<file path="src/rtl/rv32m_iter_divider.sv">
// Purpose : RV32M DIV/DIVU/REM/REMU unit, radix-2 restoring, one quotient bit per clock.
// Latency : div_stall high 33 cycles (normal) or 1 cycle (divide-by-zero / signed overflow),
//           then done=1 for one cycle, or for as long as hold=1 (result held stable).
// Ports   : clk, rst_n | start, funct3, op_a, op_b, flush, hold (from EX / hazard unit)
//           | div_stall (freezes F/D/E), result, done (registered; result=0 unless done).
module rv32m_iter_divider (
    input  logic        clk,
    input  logic        rst_n,
    input  logic        start,
    input  logic [2:0]  funct3,
    input  logic [31:0] op_a,
    input  logic [31:0] op_b,
    input  logic        flush,
    input  logic        hold,
    output logic        div_stall,
    output logic [31:0] result,
    output logic        done
);

    typedef enum logic [1:0] {
        IDLE = 2'd0,
        BUSY = 2'd1,
        DONE = 2'd2
    } state_t;

    state_t      state_q, state_d;
    logic [5:0]  cnt_q, cnt_d;
    logic [31:0] rem_q, rem_d;      // partial remainder
    logic [31:0] quo_q, quo_d;      // dividend shifting out, quotient shifting in
    logic [31:0] dvs_q, dvs_d;      // |divisor|
    logic        neg_quo_q, neg_quo_d;
    logic        neg_rem_q, neg_rem_d;
    logic        sel_rem_q, sel_rem_d;
    logic [31:0] result_q, result_d;
    logic        done_q, done_d;

    // Launch decode on the raw EX inputs.
    // MUL-class encodings (funct3[2]=0) never start a divide, even if start is raised.
    logic        div_op;
    logic        is_signed;
    logic        div_zero;
    logic        sig_ovf;
    logic [31:0] abs_a;
    logic [31:0] abs_b;
    logic [31:0] sp_quo;
    logic [31:0] sp_rem;

    assign div_op    = start & funct3[2];
    assign is_signed = ~funct3[0];
    assign div_zero  = (op_b == 32'd0);
    assign sig_ovf   = is_signed & (op_a == 32'h8000_0000) & (op_b == 32'hFFFF_FFFF);
    assign abs_a     = (is_signed & op_a[31]) ? (32'd0 - op_a) : op_a;
    assign abs_b     = (is_signed & op_b[31]) ? (32'd0 - op_b) : op_b;
    assign sp_quo    = div_zero ? 32'hFFFF_FFFF : 32'h8000_0000;
    assign sp_rem    = div_zero ? op_a : 32'd0;

    // One restoring step. The shifted remainder is below 2*divisor, so the
    // 33-bit difference's top bit is a reliable "went negative" flag.
    logic [32:0] r_shift;
    logic [32:0] diff;
    logic [31:0] iter_rem;
    logic [31:0] iter_quo;
    logic [31:0] fin_quo;
    logic [31:0] fin_rem;

    assign r_shift  = {rem_q, quo_q[31]};
    assign diff     = r_shift - {1'b0, dvs_q};
    assign iter_rem = diff[32] ? r_shift[31:0] : diff[31:0];
    assign iter_quo = {quo_q[30:0], ~diff[32]};
    assign fin_quo  = neg_quo_q ? (32'd0 - iter_quo) : iter_quo;
    assign fin_rem  = neg_rem_q ? (32'd0 - iter_rem) : iter_rem;

    always_comb begin
        state_d   = state_q;
        cnt_d     = cnt_q;
        rem_d     = rem_q;
        quo_d     = quo_q;
        dvs_d     = dvs_q;
        neg_quo_d = neg_quo_q;
        neg_rem_d = neg_rem_q;
        sel_rem_d = sel_rem_q;
        result_d  = 32'd0;
        done_d    = 1'b0;
        div_stall = 1'b0;

        case (state_q)
            IDLE: begin
                if (div_op && !flush) begin
                    div_stall = 1'b1;
                    sel_rem_d = funct3[1];
                    if (div_zero || sig_ovf) begin
                        // Result is known now; skip the iterations entirely.
                        state_d  = DONE;
                        done_d   = 1'b1;
                        result_d = funct3[1] ? sp_rem : sp_quo;
                    end else begin
                        state_d   = BUSY;
                        cnt_d     = 6'd0;
                        rem_d     = 32'd0;
                        quo_d     = abs_a;
                        dvs_d     = abs_b;
                        neg_quo_d = is_signed & (op_a[31] ^ op_b[31]);
                        neg_rem_d = is_signed & op_a[31];
                    end
                end
            end

            BUSY: begin
                div_stall = 1'b1;
                if (flush) begin
                    state_d = IDLE;
                end else begin
                    rem_d = iter_rem;
                    quo_d = iter_quo;
                    cnt_d = cnt_q + 6'd1;
                    if (cnt_q == 6'd31) begin
                        state_d  = DONE;
                        done_d   = 1'b1;
                        result_d = sel_rem_q ? fin_rem : fin_quo;
                    end
                end
            end

            DONE: begin
                // start is deliberately ignored here: EX still presents the
                // finishing instruction until it advances.
                if (flush) begin
                    state_d = IDLE;
                end else if (hold) begin
                    done_d   = 1'b1;
                    result_d = result_q;
                end else begin
                    state_d = IDLE;
                end
            end

            default: begin
                state_d = IDLE;
            end
        endcase
    end

    always_ff @(posedge clk or negedge rst_n) begin
        if (!rst_n) begin
            state_q   <= IDLE;
            cnt_q     <= 6'd0;
            rem_q     <= 32'd0;
            quo_q     <= 32'd0;
            dvs_q     <= 32'd0;
            neg_quo_q <= 1'b0;
            neg_rem_q <= 1'b0;
            sel_rem_q <= 1'b0;
            result_q  <= 32'd0;
            done_q    <= 1'b0;
        end else begin
            state_q   <= state_d;
            cnt_q     <= cnt_d;
            rem_q     <= rem_d;
            quo_q     <= quo_d;
            dvs_q     <= dvs_d;
            neg_quo_q <= neg_quo_d;
            neg_rem_q <= neg_rem_d;
            sel_rem_q <= sel_rem_d;
            result_q  <= result_d;
            done_q    <= done_d;
        end
    end

    assign result = result_q;
    assign done   = done_q;

endmodule

</file>
<file path="config.mk">
export PLATFORM = sky130hd
export DESIGN_NAME = rv32m_iter_divider
export DESIGN_NICKNAME = d
export VERILOG_FILES = /design/src/rtl/rv32m_iter_divider.sv
export SDC_FILE = /design/constraint.sdc
export NUM_CORES = 1
export LEC_CHECK = 0
export ABC_AREA = 1
export BUFFER_PORTS_ARGS = -buffer_cell sky130_fd_sc_hd__buf_2
export CORE_AREA = 8 8 208 131
export DETAILED_ROUTE_END_ITERATION = 12
export DIE_AREA = 0 0 216 139
export PLACE_DENSITY = 0.73
export SETUP_SLACK_MARGIN = 0.15
export SLEW_MARGIN = 20
export SYNTH_ARGS = -nofsm -noshare
export SYNTH_HDL_FRONTEND = slang
export SYNTH_SLANG_ARGS = --single-unit
export TNS_END_PERCENT = 5
</file>
<file path="constraint.sdc">
create_clock -name clk -period 8.1 [get_ports clk]
set_input_delay 0.405 -clock clk [delete_from_list [all_inputs] [get_ports clk]]
set_output_delay 0.405 -clock clk [all_outputs]
set_load 0.005 [all_outputs]
</file>
[Word level (Yosys, flattened, before mapping)]
Index checks and enable logic that the tools add are counted.
Widths: inputs -> output; s select.
Word-level totals
  input bits: 72
  register bits after elaboration: 140
Cells by class
  add/sub/neg operators: 6
  multiplexer cells: 44
  equal/unequal tests: 10
  bitwise logic cells: 10
  reductions and logical operators: 10
Operators with widths (count)
  $mux 32: 20
  $pmux 32 s2: 2
  $sub 1x32->32 const A: 4
  $pmux 32 s3: 1
  $eq 32x32->1 const B: 2
  $sub 33x32->33: 1
  $logic_not 32->1: 1
  $mux 31: 1
  $mux 6: 3
  $mux 2: 6
  $pmux 6 s2: 1
  $mux 1: 7
  $add 6x1->6 const B: 1
  $and 1x1->1: 6
  $eq 6x5->1 const B: 1
  $ne 2x2->1 const B: 3
  $ne 3x3->1 const B: 2
  $pmux 2 s3: 1
  $reduce_and 3->1: 2
  $reduce_and 4->1: 1
  $not 1->1: 3
  $pmux 1 s3: 1
  $eq 2x1->1 const B: 1
  $eq 2x2->1 const B: 1
  8 further kinds: 8

[Longest topological paths before layout]
  depth after elaboration: 8
  mapped depth: 31
  depth with buffers taken out: 30

[Worst setup path after synthesis]
No wires, ideal clock.
  path type: flip-flop to flip-flop
  from: register quo_q[31]
  to: register result_q[30] (netlist: result[30])
  stages on the path, launching flop included: 32
  period minus slack after synthesis: 3894 ps
  slack: 4206 ps
  buffers on the path: 1
  required time: 7974 ps
  data arrival time: 3768 ps
  setup time: 126 ps
  path through: dfrtp_1 > inv_1 > ha_1 > fa_1 > inv_1 > nand2_1 > nand2_1 > nand3_1 > nand2_2 > nand2_2 > nand2_4 > nand2_4 > nand2_4 > nand2_4 > nand2_4 > buf_4 > ha_1 > nand3_1 > nor3_1 > nand3_1 > nor2_1 > a31oi_1 > a21oi_2 > nand2_1 > nor2_1 > o21ai_1 > nand2_1 > inv_1 > o21ai_0 > inv_1 > nand2_1 > nand3_1
On the way
  word-level cells in the longest chain between the ends: 8
Ends and longest elaborated chain
  start, declared: line 29  | logic [31:0] quo_q, quo_d;
  start signal, assigned: line 159  | quo_q <= quo_d;
  $sub 33x32->33: line 67  | assign diff = r_shift - {1'b0, dvs_q};
  $mux 32 or $not 1->1 (tied branches): line 68, 69
  $sub 1x32->32 (on tied branches): line 71, 70
  $mux 32 (on tied branches): line 71, 70
  $mux 32 *: line 119  | result_d = sel_rem_q ? fin_rem : fin_quo;
  $mux 32 *: line 116  | if (cnt_q == 6'd31) begin
  $mux 32 *: line 110  | if (flush) begin
  $pmux 32 s3 *: line 86  | case (state_q)
  end signal, assigned: line 164  | result_q <= result_d;
  end, declared: line 34  | logic [31:0] result_q, result_d;
Mark *: on every way between the ends. The rest lies on a longest branch, timed or not.
A chain may end at the register's enable or synchronous reset.

[Final worst setup path]
Same ends and word-level chain as after synthesis.

==> reports/results.ini <==
[outcome]
status=complete, no violations

[yosys]
synth-main-ff-cell=dfrtp_1
synth-simple-area-share=0.407
synthMuxAreaShare=0
netlist_area_um2=13000
synth_warnings=0
syn-num-nets=2226
synth-seq-area-share=0.270
ys_async_sr_fraction=1.00
ys_ff_latch=140
synth_compound_area_frac=0.134
syn_area_per_cell_um2=6.14
synthXorXnorAreaFrac=0.0384
synth_edf_count=0
synth_cells=2116
synthAdderAreaFrac=0.0372
synthDistinctLibCells=53
synth_top_family_by_area=simple AND/OR/NAND/NOR gates

[grt]
grt-ovfl-total=0
grt_usage=0.294
antenna_found_initial=0
grt_first_pass_wirelength_um=70600
grt_max_degree=75
grt_pass1_vias=12856

[power_and_ir_drop]
clockPowerShare=0.122
p_seq_frac=0.154
vdd_ir_drop_max_mv=0.357
pwr_density_cell_nw_per_um2=461
p_int_mw=2.70
power_switching_mw=3.89
leakage_nw=7.58
p_comb_frac=0.724
switching_share=0.591

[worst_hold_path]
worst_hold_path_type=input pin to register

[critical_path]
path_buf_inv=4
critPathCaptureType=register
cp.arrival_ns=5.15
start_kind=register
worstSetupPathType=register to register
cp_max_fo=31
cpPeakStageDelay_ns=0.40
slowest_stage=fa_1
cp_top_family=simple AND/OR/NAND/NOR gates
cp.required_ns=8.42

[finish]
final_common_cell=nand2_1
n_fill_cell=2455
instances_no_fill=2527
diodes=0
final_cell_mix=nand2_1 (639), inv_1 (293), nand3_1 (209)
drive_above_1_share=0.111
nNetsFinal=2295
area_growth_syn_to_layout_pct=10.1

[clocking]
cts_resized=0
clk_latency_ns=0.44
root_buffer=clkbuf_16
cts_sinks=140
cts.path.max_buffers=2
cts_buffers=17
path_clk_slew_ns=0.07
cts_tree=yes
cts.htree.levels=4

[route]
viasPerCell=5.61
antenna_left=0
finalWirelength_um=44900
drt-initial-drc-count=1730
firstDrtPassIters=6
num_vias=14172
drc=0
wl_per_cell_um=17.8

[flow_run]
max_cap_violations=0

[floorplanning]
fp.dieH_um=139
initial_core_util=0.531
dieArea_um2=30000
die_x_um=216
ios=106
rows=45
coreArea_um2=24400

[sta]
fin_crit_sh=0.597
fin_skew_ns=0.0125
slew_headroom=0.282
finalMaxSlewViolations=0
max_freq_ghz=0.207
worst_slew_pin_slew_ns=1.08
finalSetupViolations=0
rsz0062_at_grt=no
fin_tns_setup_ns=0
min_period_ns=4.83
finalHoldViolCount=0

[place]
hpwl_um=35500
place_congestion=0.973
place_inst=2494
portBuffers=105

## worst paths after layout
check / start / end / slack [ns] / cells past startpoint
setup / recovery: quo_q[31]$_DFFE_PN0P_ / result[30]$_DFFE_PN0P_ / 3.27 / 30
max in group asynchronous: rst_n / cnt_q[5]$_DFFE_PN0P_ / 6.14 / 3
hold / removal: op_a[1] / result[1]$_DFFE_PN0P_ / 0.24 / 3
setup reg to reg: quo_q[31]$_DFFE_PN0P_ / result[30]$_DFFE_PN0P_ / 3.27 / 30
hold reg to reg: dvs_q[15]$_DFFE_PN0P_ / dvs_q[15]$_DFFE_PN0P_ / 0.49 / 2
min in group asynchronous: rst_n / result[22]$_DFFE_PN0P_ / 0.52 / 2
## synth_stat cells, types with 4 or more instances
cell type / count / area [um2]
nor3_1: 34 / 170
ha_1: 37 / 463
xor2_1: 36 / 315
nand2_2: 30 / 188
o21ai_1: 18 / 90.1
buf_6: 4 / 45.0
nor2_1: 176 / 661
and2_1: 5 / 31.3
nand2_1: 639 / 2400
nand3b_1: 8 / 60.1
nor4_1: 12 / 75.1
o22ai_1: 20 / 125
dfrtp_1: 140 / 3500
nand3_1: 209 / 1050
o21ai_2: 4 / 35.0
nand2_4: 12 / 135
a31oi_1: 11 / 68.8
a21oi_2: 4 / 35.0
inv_1: 294 / 1100
o211ai_1: 12 / 90.1
clkbuf_1: 50 / 188
or2_2: 8 / 50.1
a21oi_1: 56 / 280
nor2_4: 6 / 67.6
nor2_2: 12 / 75.1
xnor2_1: 21 / 184
inv_2: 6 / 22.5
nand4_1: 30 / 188
o21ai_0: 178 / 891
buf_2: 7 / 35.0
## layer usage
layer / global-route usage / part of all wire / vias up
met1: 0.445 / 0.48 / 6466
li1: - / - / 6949
met5: 0 / 0 / -
met4: 0.0575 / 0.013 / 0
met2: 0.385 / 0.38 / 711
met3: 0.112 / 0.13 / 46
## registers in the layout (all words and copies together), names as in the netlist, 2 cells and up
signal / flops
cnt_q: 6
dvs_q: 32
quo_q: 32
rem_q: 32
result: 32
state_q: 2
## power groups by stage
stage	Combinational [mW]	Sequential, mW	Clock (mW)
3_3_place_gp	4.55	1.01	0
3_5_place_dp	4.60	1.02	0
2_1_floorplan	3.57	0.969	0
6_report	4.77	1.02	0.802
5_1_grt	5.30	1.03	0.838
4_1_cts	4.62	1.01	0.806
## cell type report
class | instances | area, um2 | area share
clock buffer | 17 | 425 | 0.0297
clock inverter | 15 | 165 | 0.0115
inverter | 303 | 1140 | 0.0795
sequential | 140 | 3500 | 0.245
timing repair buffer | 118 | 632 | 0.0442
multi-input combinational | 1605 | 8030 | 0.561
tap | 329 | 412 | 0.0288
## cells by family after synthesis
group / Yosys count
simple gates: 1193
buf+inv: 371
compound gates: 317
flops: 140
xor+xnor: 57
fa+ha+maj: 38
## tightest hold or removal path, stage by stage
cell,delay [ns]
buf_2,0.10
o21ai_0,0.07
nand3_1,0.08
## metrics by stage
step | utilization | hold WS [ns] | setup slack [ns] | instance area [um2] | total power [mW]
floorplan | - | 0.109 | 4.21 | 13000 | 4.53
global placement | 0.561 | 0.458 | 3.46 | 13700 | 5.57
detailed placement | 0.561 | 0.459 | 3.42 | 13700 | 5.62
CTS | 0.585 | 0.224 | 3.40 | 14300 | 6.44
global route | 0.585 | 0.236 | 2.82 | 14300 | 7.17
finish | 0.585 | 0.242 | 3.27 | 14300 | 6.59
## timing repair
item	4_1_cts	5_1_grt
hold endpoints to repair	5	0
setup buffers	0	0
setup endpoints to repair	0	0
hold buffers	1	0
(Power assumes the default switching activity.)
